<file path="src/rtl/if_fetch_unit_pkg.sv">
// Shared fetch-path definitions: fetch FSM encoding, instruction width, bubble value
// and the buffered {PC+4, instruction} entry used by IF/ID and the hazard unit.
package if_fetch_unit_pkg;

  localparam int unsigned INST_W = 32;
  localparam logic [INST_W-1:0] NOP_INST = '0;

  typedef enum logic [1:0] {
    FETCH_IDLE = 2'd0,
    FETCH_REQ  = 2'd1,
    FETCH_KILL = 2'd2
  } fetch_state_e;

  typedef struct packed {
    logic [31:0]       pc4;
    logic [INST_W-1:0] inst;
  } fetch_entry_t;

endpackage

</file>
<file path="src/rtl/if_fetch_unit_fifo.sv">
// Two-entry fetch buffer of {PC+4, instruction} with push/pop/flush and occupancy.
module if_fetch_fifo
  import if_fetch_unit_pkg::*;
(
  input  logic         Clock_i,
  input  logic         Reset_n_i,
  input  logic         flush,
  input  logic         push,
  input  logic         pop,
  input  fetch_entry_t push_entry,
  output fetch_entry_t head,
  output logic [1:0]   count
);

  fetch_entry_t mem [2];
  logic         rd_q;
  logic         wr_q;

  always_ff @(posedge Clock_i or negedge Reset_n_i) begin
    if (!Reset_n_i) begin
      count <= '0;
      rd_q  <= 1'b0;
      wr_q  <= 1'b0;
      for (int unsigned i = 0; i < 2; i++) mem[i] <= '0;
    end else if (flush) begin
      count <= '0;
      rd_q  <= 1'b0;
      wr_q  <= 1'b0;
    end else begin
      if (push) begin
        mem[wr_q] <= push_entry;
        wr_q      <= ~wr_q;
      end
      if (pop) rd_q <= ~rd_q;
      count <= count + 2'(push) - 2'(pop);
    end
  end

  assign head = mem[rd_q];

  // The single outstanding request and the issue rule keep a free slot for every push.
  assert property (@(posedge Clock_i) disable iff (!Reset_n_i)
    !(push && !pop && !flush && count == 2'd2));

endmodule

</file>
<file path="src/rtl/if_fetch_unit.sv">
// Instruction-fetch front end: owns the fetch PC, issues one outstanding memory read
// at a time and feeds IF/ID from a two-entry buffer, with stall and redirect handling.
module if_fetch_unit
  import if_fetch_unit_pkg::*;
#(
  parameter logic [31:0] RESET_PC = 32'h0000_0000
) (
  input  logic              Clock_i,
  input  logic              Reset_n_i,
  input  logic              Stall_i,
  input  logic              Redirect_i,
  input  logic [31:0]       RedirectPC_i,
  output logic              IMemReq_o,
  output logic [31:0]       IMemAddr_o,
  input  logic              IMemAck_i,
  input  logic [INST_W-1:0] IMemData_i,
  output logic              Valid_o,
  output logic [31:0]       PC4_o,
  output logic [INST_W-1:0] Inst_o
);

  fetch_state_e state_q, state_d;
  logic         req_d;
  logic [31:0]  addr_d;
  logic [31:0]  npc_q, npc_d;

  logic         xfer;
  logic         push;
  logic         pop;
  logic [1:0]   occ;
  logic [1:0]   occ_next;
  logic         issue_ok;
  fetch_entry_t head;
  fetch_entry_t push_entry;
  logic [1:0]   unused_redirect_lsb;

  assign unused_redirect_lsb = RedirectPC_i[1:0];

  assign xfer = IMemReq_o & IMemAck_i;
  assign push = xfer && (state_q == FETCH_REQ) && !Redirect_i;
  assign pop  = (occ != 2'd0) && !Stall_i && !Redirect_i;

  assign occ_next = Redirect_i ? 2'd0 : (occ + 2'(push) - 2'(pop));
  assign issue_ok = ((state_q == FETCH_IDLE) || xfer) && (occ_next <= 2'd1);

  assign push_entry.pc4  = IMemAddr_o + 32'd4;
  assign push_entry.inst = IMemData_i;

  if_fetch_fifo u_fifo (
    .Clock_i    (Clock_i),
    .Reset_n_i  (Reset_n_i),
    .flush      (Redirect_i),
    .push       (push),
    .pop        (pop),
    .push_entry (push_entry),
    .head       (head),
    .count      (occ)
  );

  always_ff @(posedge Clock_i or negedge Reset_n_i) begin
    if (!Reset_n_i) begin
      state_q    <= FETCH_IDLE;
      IMemReq_o  <= 1'b0;
      IMemAddr_o <= '0;
      npc_q      <= {RESET_PC[31:2], 2'b00};
    end else begin
      state_q    <= state_d;
      IMemReq_o  <= req_d;
      IMemAddr_o <= addr_d;
      npc_q      <= npc_d;
    end
  end

  always_comb begin
    state_d = state_q;
    req_d   = IMemReq_o;
    addr_d  = IMemAddr_o;
    npc_d   = npc_q;
    if (Redirect_i) begin
      npc_d = {RedirectPC_i[31:2], 2'b00};
      // An unfinished request cannot be withdrawn, so its data is marked for discard.
      if (IMemReq_o && !xfer) begin
        state_d = FETCH_KILL;
      end else begin
        state_d = FETCH_IDLE;
        req_d   = 1'b0;
      end
    end else if (issue_ok) begin
      state_d = FETCH_REQ;
      req_d   = 1'b1;
      addr_d  = npc_q;
      npc_d   = npc_q + 32'd4;
    end else if (xfer) begin
      state_d = FETCH_IDLE;
      req_d   = 1'b0;
    end
  end

  assign Valid_o = (occ != 2'd0);
  assign PC4_o   = Valid_o ? head.pc4  : '0;
  assign Inst_o  = Valid_o ? head.inst : NOP_INST;

endmodule

</file>
<file path="config.mk">
export PLATFORM = sky130hd
export DESIGN_NAME = if_fetch_unit
export DESIGN_NICKNAME = d
export VERILOG_FILES = /design/src/rtl/if_fetch_unit_pkg.sv /design/src/rtl/if_fetch_unit_fifo.sv /design/src/rtl/if_fetch_unit.sv
export SDC_FILE = /design/constraint.sdc
export NUM_CORES = 1
export LEC_CHECK = 0
export CAP_MARGIN = 25
export CORE_ASPECT_RATIO = 0.75
export CORE_MARGIN = 2
export CORE_UTILIZATION = 35
export DETAILED_ROUTE_END_ITERATION = 12
export PLACE_DENSITY = 0.59
export SYNTH_ARGS = -nofsm -noshare
export SYNTH_HDL_FRONTEND = slang
export SYNTH_HIERARCHICAL = 1
export SYNTH_SLANG_ARGS = --single-unit
</file>
<file path="constraint.sdc">
create_clock -name Clock_i -period 3.3 [get_ports Clock_i]
set_input_delay 0.495 -clock Clock_i [delete_from_list [all_inputs] [get_ports Clock_i]]
set_output_delay 0.495 -clock Clock_i [all_outputs]
set_load 0.05 [all_outputs]
</file>
==> results of run 1 <==
[power by group through the flow]
stage / registers, mW / logic [mW] / clock network (mW)
global placement: 3.59 / 2.94 / 0
CTS: 3.56 / 2.99 / 2.09
floorplan: 4.08 / 1.43 / 0
global route: 3.66 / 3.16 / 2.18
finish: 3.56 / 2.95 / 2.01
detailed placement: 3.61 / 2.98 / 0
[cell usage after synthesis (10+ instances only)]
cell	instances
dfrtp_1	195
mux2_2	161
and2_1	66
mux2_4	60
nand2_1	40
xnor2_1	37
nand3_1	28
o21ai_0	22
nand4_1	20
xor2_1	18
clkbuf_1	14
nor2_1	10
[critical path, delay by kind of cell (launching register included)]
kind          cells  cell delay [ns]
simple gates      2             0.41
flops             1             0.42
buf+inv           2             1.32
[path summary, 6_finish.rpt]
| kind | startpoint | end | cells past startpoint |
|---|---|---|---|
| setup / recovery | u_fifo/count[1] | PC4_o[24] | 4 |
| hold / removal | Reset_n_i | u_fifo/mem[101] | 1 |
| setup reg to reg | u_fifo/count[1] | npc_q[25] | 8 |
| hold reg to reg | u_fifo/mem[118] | u_fifo/mem[118] | 1 |
| max in group asynchronous | Reset_n_i | u_fifo/mem[52] | 2 |
| min in group Clock_i | u_fifo/mem[118] | u_fifo/mem[118] | 1 |
[cell families after synthesis]
family | count (synthesis)
adder cells (fa/ha/maj) | 5
flip-flops | 195
XOR/XNOR | 56
AND/OR/NAND/NOR | 210
multiplexers | 228
AO/OA/AOI/OAI | 40
other | 1
buffers and inverters | 50
[per-layer routing]
layer	vias to the layer above	track usage, %	routed length [µm]	part of all wire (%)
li1	3101	-	-	-
met1	3265	23.9	11900	51
met2	134	24.4	10200	44
met3	18	3.85	1100	4.7
met4	0	3.89	230	0.98
met5	-	0	0	0
[per-stage QoR]
step                cell area [µm²]  total power, mW  setup slack (ns)
floorplan                     10100             5.51             0.375
global placement              12100             6.54             0.315
detailed placement            12100             6.58             0.271
CTS                           12700             8.64             0.123
global route                  12700             8.99            0.0178
finish                        12700             8.51             0.180
[registers in the layout (all words and copies together), names as in the netlist]
name,cells
state_q,2
IMemReq_o,1
u_fifo/mem,128
npc_q,30
IMemAddr_o,30
u_fifo/rd_q,1
u_fifo/count,2
u_fifo/wr_q,1
[final cells by class]
type	count	area, µm²
Clock buffer	18	439
Clock inverter	14	124
Fill cell	2635	15500
Inverter	9	33.8
Multi-Input combinational cell	545	4850
Sequential cell	195	4880
Tap cell	385	482
Timing Repair Buffer	183	1880
==> reports/summary.txt, run 1 <==
status: complete, no violations
Synth area leaders: dfrtp_1 (48%), mux2_2 (18%), mux2_4 (8.9%), and2_1 (4.1%), xnor2_1 (3.2%)
Max IR drop VDD: 0.700 mV
CTS sink count: 195
Compound-Gate Fraction of Synth Area: 2.61%
H-tree levels: 4
number of DRC markers in iteration 0: 242
Routed WL per cell: 17.4 µm
crit path max-delay cell type: clkdlybuf4s50_1
Yosys reg bits: 195
clock buffer depth: 2
slowest stage delay, CP: 0.82 ns
DIE WIDTH: 200 µm
Setup TNS Final: 0 ns
final period demand of the worst path: 3.12 ns
Leak: 5.62 nW
final-report hold violation count: 0
CP cell instances: or2_2 -> buf_4 -> and2_1 -> clkdlybuf4s50_1
CTS tree: yes
YS warnings: 6
Mean Syn Cell Area: 12.8 µm²
nets: 1025
Worst-path clk slew: 0.08 ns
vias per cell: 4.83
Comb pwr share: 34.6%
Internal Power: 5.39 mW
Post-synth EDFFs: 0
DRT Wirelength: 23.5 mm
number of global-route vias before repair: 6776
global-route wire length before repair: 37.9 mm
detailed-route via count: 6518
final core utilization: 45.0%
mux contribution to synthesized area: 27.7%
Detail Placement HPWL: 15.7 mm
WP data arrival: 2.63 ns
Inserted Clock Buffers: 17
Net Sw Frac: 36.8%
cts hold-fix bufs: 0
Synth Area in Adders: 0.621%
Max Slew Vio Count: 0
RSZ-0062 raised after global routing: false
Die H: 151 µm
combinational family with the most area after synthesis: multiplexers
Worst R2R Setup Slack: 0.53 ns
cells after synthesis: 785
top cell type's share of synthesized area: 48.4%
PwrDens: 671 nW/µm²
XOR/XNOR share of the synthesized area: 5.00%
sequential fraction of design power: 41.8%
Post-CTS Setup Repair Bufs: 0
core area: 28200 µm²
Netlist Area Pre-Place: 10100 µm²
PostCTS Resize Cnt: 0
Final Setup Violations: 0
critical path peak fanout: 65
# port buffers: 162
Non-Filler Instances: 1349
Clock power frac: 23.6%
post-placement cell count: 1317
Hold Slack: 0.0513 ns
Cell variety after synth: 51
Switch Pwr: 3.13 mW
Hold WC Path Type: primary input to asynchronous set/reset pin
starting density of the core: 35.8%
Synth async-reset ratio: 100%
CP startpoint kind: flip-flop
Slew @ Worst Pin: 0.712 ns
share of cells above drive strength 1: 30.1%
largest net degree at the start of global routing: 78
leading cell type in the layout, fill and taps excluded: dfrtp_1
CP Class: flip-flop to output port
Fmax: 0.320 GHz
Seq/Total Area, Yosys: 48.4%
GR Util All Layers: 16.4%
period utilization: 94.6%
critical path endpoint category: output port
clock skew: 0.00994 ns
Root Buffer: clkbuf_16
grt total ovfl: 0
ANT cells: 0
GP Congestion: 0.799
Max-slew headroom: 52.1%
DRC viols: 0
Synth Area in Simple Gates: 11.9%
CP Data Required Time: 2.80 ns
initial antenna violation count: 0
clk_lat worst skew: 0.44 ns
MaxCap Viol Count: 0
die area: 30200 µm²
synth-to-layout area growth: 25.9%
I/O pin cnt: 167
Routed Antenna Nets: 0
row count: 53
First-pass DRT Iterations: 4
Post-synth top flop: dfrtp_1
most frequent cells in the layout: dfrtp_1 (194), mux2_2 (161), clkdlybuf4s50_1 (160)
area leader, netlist: dfrtp_1
(Power assumes the default switching activity.)
==> run 2: changes to the inputs <==
--- a/config.mk
+++ b/config.mk
@@ -8,9 +8,9 @@
 export CAP_MARGIN = 25
 export CORE_ASPECT_RATIO = 0.75
 export CORE_MARGIN = 2
-export CORE_UTILIZATION = 35
+export CORE_UTILIZATION = 50
 export DETAILED_ROUTE_END_ITERATION = 12
-export PLACE_DENSITY = 0.59
+export PLACE_DENSITY = 0.79
 export SYNTH_ARGS = -nofsm -noshare
 export SYNTH_HDL_FRONTEND = slang
 export SYNTH_HIERARCHICAL = 1
==> run 2 against run 1 <==
Sequential cell count is the same; via count grew 1.8%; worst setup slack gained 0.017 ns; non-clock buffer count shrank 2; critical path type unchanged.
==> reports/summary.txt, run 2 (synthesis gave the netlist of run 1 again) <==
DRC viols: 0
Detail Placement HPWL: 14.7 mm
DRT Wirelength: 22.4 mm
share of cells above drive strength 1: 29.8%
H-tree levels: 4
Max Slew Vio Count: 0
GP Congestion: 0.850
grt total ovfl: 0
PwrDens: 697 nW/µm²
nets: 1023
FF-to-FF End: npc_q[31]
post-placement cell count: 1182
biggest regs: u_fifo/mem (128), IMemAddr_o (30), npc_q (30)
RSZ-0062 raised after global routing: false
global-route wire length before repair: 37.0 mm
worst r2r src: u_fifo/count[1]
starting density of the core: 51.6%
most frequent cells in the layout: dfrtp_1 (194), mux2_2 (161), clkdlybuf4s50_1 (160)
Inserted Clock Buffers: 17
detailed-route via count: 6633
Die H: 127 µm
Non-Filler Instances: 1215
status: complete, no violations
Leak: 5.62 nW
I/O pin cnt: 167
leading cell type in the layout, fill and taps excluded: dfrtp_1
initial antenna violation count: 0
final period demand of the worst path: 3.10 ns
number of DRC markers in iteration 0: 438
clock skew: 0.0138 ns
Routed Antenna Nets: 0
Fmax: 0.322 GHz
MaxCap Viol Count: 0
Setup TNS Final: 0 ns
First-pass DRT Iterations: 5
CP Data Required Time: 2.80 ns
largest net degree at the start of global routing: 115
Worst R2R Setup Slack: 0.51 ns
setup slack after layout: 0.197 ns
# port buffers: 162
Hold WC Path Type: flip-flop to flip-flop
CP startpoint kind: flip-flop
vias per cell: 5.46
ANT cells: 0
critical path endpoint category: output port
core area: 19500 µm²
Max IR drop VDD: 0.795 mV
die area: 21300 µm²
fin area: 12500 µm²
CTS tree: yes
CTS sink count: 195
row count: 44
Root Buffer: clkbuf_16
Min-Delay Startpoint: u_fifo/mem[118]
Biggest register: u_fifo/mem
Worst-path clk slew: 0.07 ns
FF-to-FF path depth: 8
Final Setup Violations: 0
CP Class: flip-flop to output port
WP data arrival: 2.61 ns
Slew @ Worst Pin: 0.769 ns
pre-CTS worst setup slack: 0.355 ns
FILL cells: 1524
clock buffer depth: 2
Area after DPL: 11900 µm²
Post-CTS Setup Repair Bufs: 0
number of global-route vias before repair: 6850
period utilization: 94.0%
Worst Hold Path Cells: 1
GR Util All Layers: 21.8%
Routed WL per cell: 18.4 µm
clk_lat worst skew: 0.43 ns
final-report hold violation count: 0
Worst Hold End: u_fifo/mem[118]
Max-slew headroom: 48.2%
synth-to-layout area growth: 24.2%
DIE WIDTH: 168 µm
Largest register FFs: 128
critical path peak fanout: 65
run 2: metrics by stage:
stage / hold WS, ns / util, % / power, mW
finish: 0.488 / 64.0 / 8.72
global route: 0.510 / 64.0 / 9.16
CTS: 0.492 / 64.0 / 8.80
detailed placement: 0.436 / 60.8 / 6.53
global placement: 0.430 / 60.8 / 6.45
floorplan: 0.199 / - / 5.51
run 2: worst max path at each step:
stage                     end  slack (ns)       startpoint  depth (start not counted)
6_report            PC4_o[22]        0.20  u_fifo/count[1]                          4
4_1_cts             PC4_o[22]        0.16  u_fifo/count[1]                          4
2_1_floorplan  IMemAddr_o[10]        0.38       Redirect_i                          9
5_1_grt             PC4_o[21]        0.04  u_fifo/count[1]                          4
3_3_place_gp   IMemAddr_o[13]        0.40          Stall_i                          9
3_5_place_dp   IMemAddr_o[13]        0.36          Stall_i                          9
run 2: timing repair:
action,4_1_cts,5_1_grt
hold buffers,1,0
resized for setup,0,0
hold endpoints to repair,37,0
run 2: final cells by class:
class	count	area, µm²	share of cell area, %
clock buffers	18	439	3.51
clock inverters	14	191	1.53
inverters	9	33.8	0.270
multi-input cells	545	4850	38.8
flip-flops and latches	195	4880	39.0
well taps	253	317	2.53
repair buffers	181	1800	14.4
run 2: per-layer routing:
layer | vias up | track usage [%] | routed length [µm]
met4 | 0 | 4.71 | 212
met3 | 19 | 5.49 | 1310
li1 | 3088 | - | -
met5 | - | 0 | 0
met2 | 168 | 33.3 | 9910
met1 | 3358 | 31.7 | 11000
run 2: report_power, final:
group          switching (mW)  leakage (nW)  internal [mW]  total [mW]
registers               0.588          2.55           2.98        3.57
clock network           0.980         0.303           1.24        2.22
logic                    1.55          2.77           1.38        2.93
run 2: critical path, stage by stage (launching register included):
cell,delay [ns]
dfrtp_1,0.43
or2_2,0.16
buf_4,0.48
and2_1,0.27
clkdlybuf4s50_1,0.83
==> run 3: changes to the inputs <==
--- a/config.mk
+++ b/config.mk
@@ -6,7 +6,7 @@
 export NUM_CORES = 1
 export LEC_CHECK = 0
 export CAP_MARGIN = 25
-export CORE_ASPECT_RATIO = 0.75
+export CORE_ASPECT_RATIO = 1.5
 export CORE_MARGIN = 2
 export CORE_UTILIZATION = 50
 export DETAILED_ROUTE_END_ITERATION = 12
==> run 3 against run 2 <==
Sequential share of layout area hardly changed; final area shrank 0.12%; total power fell by 2.5%; critical path depth unchanged; first-iteration DRC count is 33% lower; worst hold slack worse by 0.45 ns; global-route usage is 1.1 points lower; worst setup slack improved by 0.015 ns; die area barely moved; clock-buffer cell count increased by 2; largest cell class unchanged; largest power group unchanged; highest routed layer unchanged.
==> reports/summary.txt, run 3 (synthesis gave the netlist of run 1 again) <==
Non-Filler Instances: 1222
Routed WL per cell: 17.5 µm
Inserted Clock Buffers: 17
worst r2r src: u_fifo/count[1]
vias per cell: 5.33
critical path peak fanout: 65
DRT Wirelength: 21.4 mm
number of DRC markers in iteration 0: 292
DIE WIDTH: 120 µm
final-report hold violation count: 0
most frequent cells in the layout: dfrtp_1 (194), mux2_2 (161), clkdlybuf4s50_1 (160)
CP startpoint kind: flip-flop
CTS sink count: 195
Detail Placement HPWL: 14.6 mm
final core utilization: 63.2%
fin area: 12500 µm²
nets: 1023
largest net degree at the start of global routing: 72
DRC viols: 0
clk_lat worst skew: 0.43 ns
core area: 19800 µm²
Final Power: 8.50 mW
clock skew: 0.00840 ns
Die H: 178 µm
CP Data Required Time: 2.80 ns
detailed-route via count: 6515
die area: 21300 µm²
GP Congestion: 0.840
FF-to-FF path depth: 9
# port buffers: 162
Worst-path clk slew: 0.07 ns
critical path endpoint category: output port
post-placement cell count: 1190
H-tree levels: 4
Final Setup Violations: 0
number of global-route vias before repair: 6658
pre-CTS worst setup slack: 0.324 ns
clock buffer depth: 2
starting density of the core: 50.9%
Routed Antenna Nets: 0
CP Class: flip-flop to output port
grt total ovfl: 0
Max Slew Vio Count: 0
Largest register FFs: 128
FF-to-FF End: IMemAddr_o[13]
PostCTS Resize Cnt: 0
CP Launch Point: u_fifo/count[1]
status: complete, no violations
Worst R2R Setup Slack: 0.48 ns
RSZ-0062 raised after global routing: false
CTS tree: yes
Slew @ Worst Pin: 0.746 ns
Area after DPL: 11900 µm²
leading cell type in the layout, fill and taps excluded: dfrtp_1
share of cells above drive strength 1: 29.7%
Root Buffer: clkbuf_16
biggest regs: u_fifo/mem (128), IMemAddr_o (30), npc_q (30)
Setup TNS Final: 0 ns
cts hold-fix bufs: 0
GR Util All Layers: 20.7%
period utilization: 93.6%
synth-to-layout area growth: 24.1%
global-route wire length before repair: 34.8 mm
Max-slew headroom: 49.8%
First-pass DRT Iterations: 4
Leak: 5.59 nW
Post-CTS Setup Repair Bufs: 0
I/O pin cnt: 167
MaxCap Viol Count: 0
Biggest register: u_fifo/mem
PwrDens: 680 nW/µm²
WP data arrival: 2.59 ns
Hold WC Path Type: primary input to asynchronous set/reset pin
ANT cells: 0
final period demand of the worst path: 3.09 ns
Max IR drop VDD: 0.526 mV
setup slack after layout: 0.212 ns
row count: 63
initial antenna violation count: 0
Fmax: 0.324 GHz
Hold Slack: 0.0409 ns
-- run 3: worst max-delay path by stage --
stage / cells past startpoint / slack [ns] / end
2_1_floorplan: 9 / 0.38 / IMemAddr_o[10]
3_3_place_gp: 9 / 0.38 / IMemAddr_o[13]
3_5_place_dp: 9 / 0.32 / IMemAddr_o[13]
4_1_cts: 4 / 0.18 / PC4_o[22]
5_1_grt: 4 / 0.09 / PC4_o[22]
6_report: 4 / 0.21 / PC4_o[22]
-- run 3: critical path: stages (launching register included) --
cell             delay [ns]
dfrtp_1                0.42
or2_2                  0.16
buf_4                  0.47
and2_1                 0.26
clkdlybuf4s50_1        0.82
-- run 3: final cells by class --
| cell class | count | area [µm²] |
|---|---|---|
| timing repair buffer | 181 | 1840 |
| inverter | 9 | 33.8 |
| sequential | 195 | 4880 |
| clock buffer | 20 | 447 |
| tap | 260 | 325 |
| fill | 1552 | 7290 |
| multi-input combinational | 545 | 4850 |
| clock inverter | 12 | 125 |
-- run 3: layer usage --
metal	vias to the layer above	wire, µm	GRT usage (%)
li1	3091	-	-
met4	0	710	9.26
met3	36	722	3.37
met1	3217	9120	25.4
met2	171	10800	35.9
met5	-	0	0
-- run 3: power breakdown --
part / total (mW) / switching, mW / internal (mW) / leakage (nW)
clock network: 2.01 / 0.935 / 1.08 / 0.263
logic: 2.92 / 1.54 / 1.38 / 2.78
registers: 3.56 / 0.580 / 2.98 / 2.55
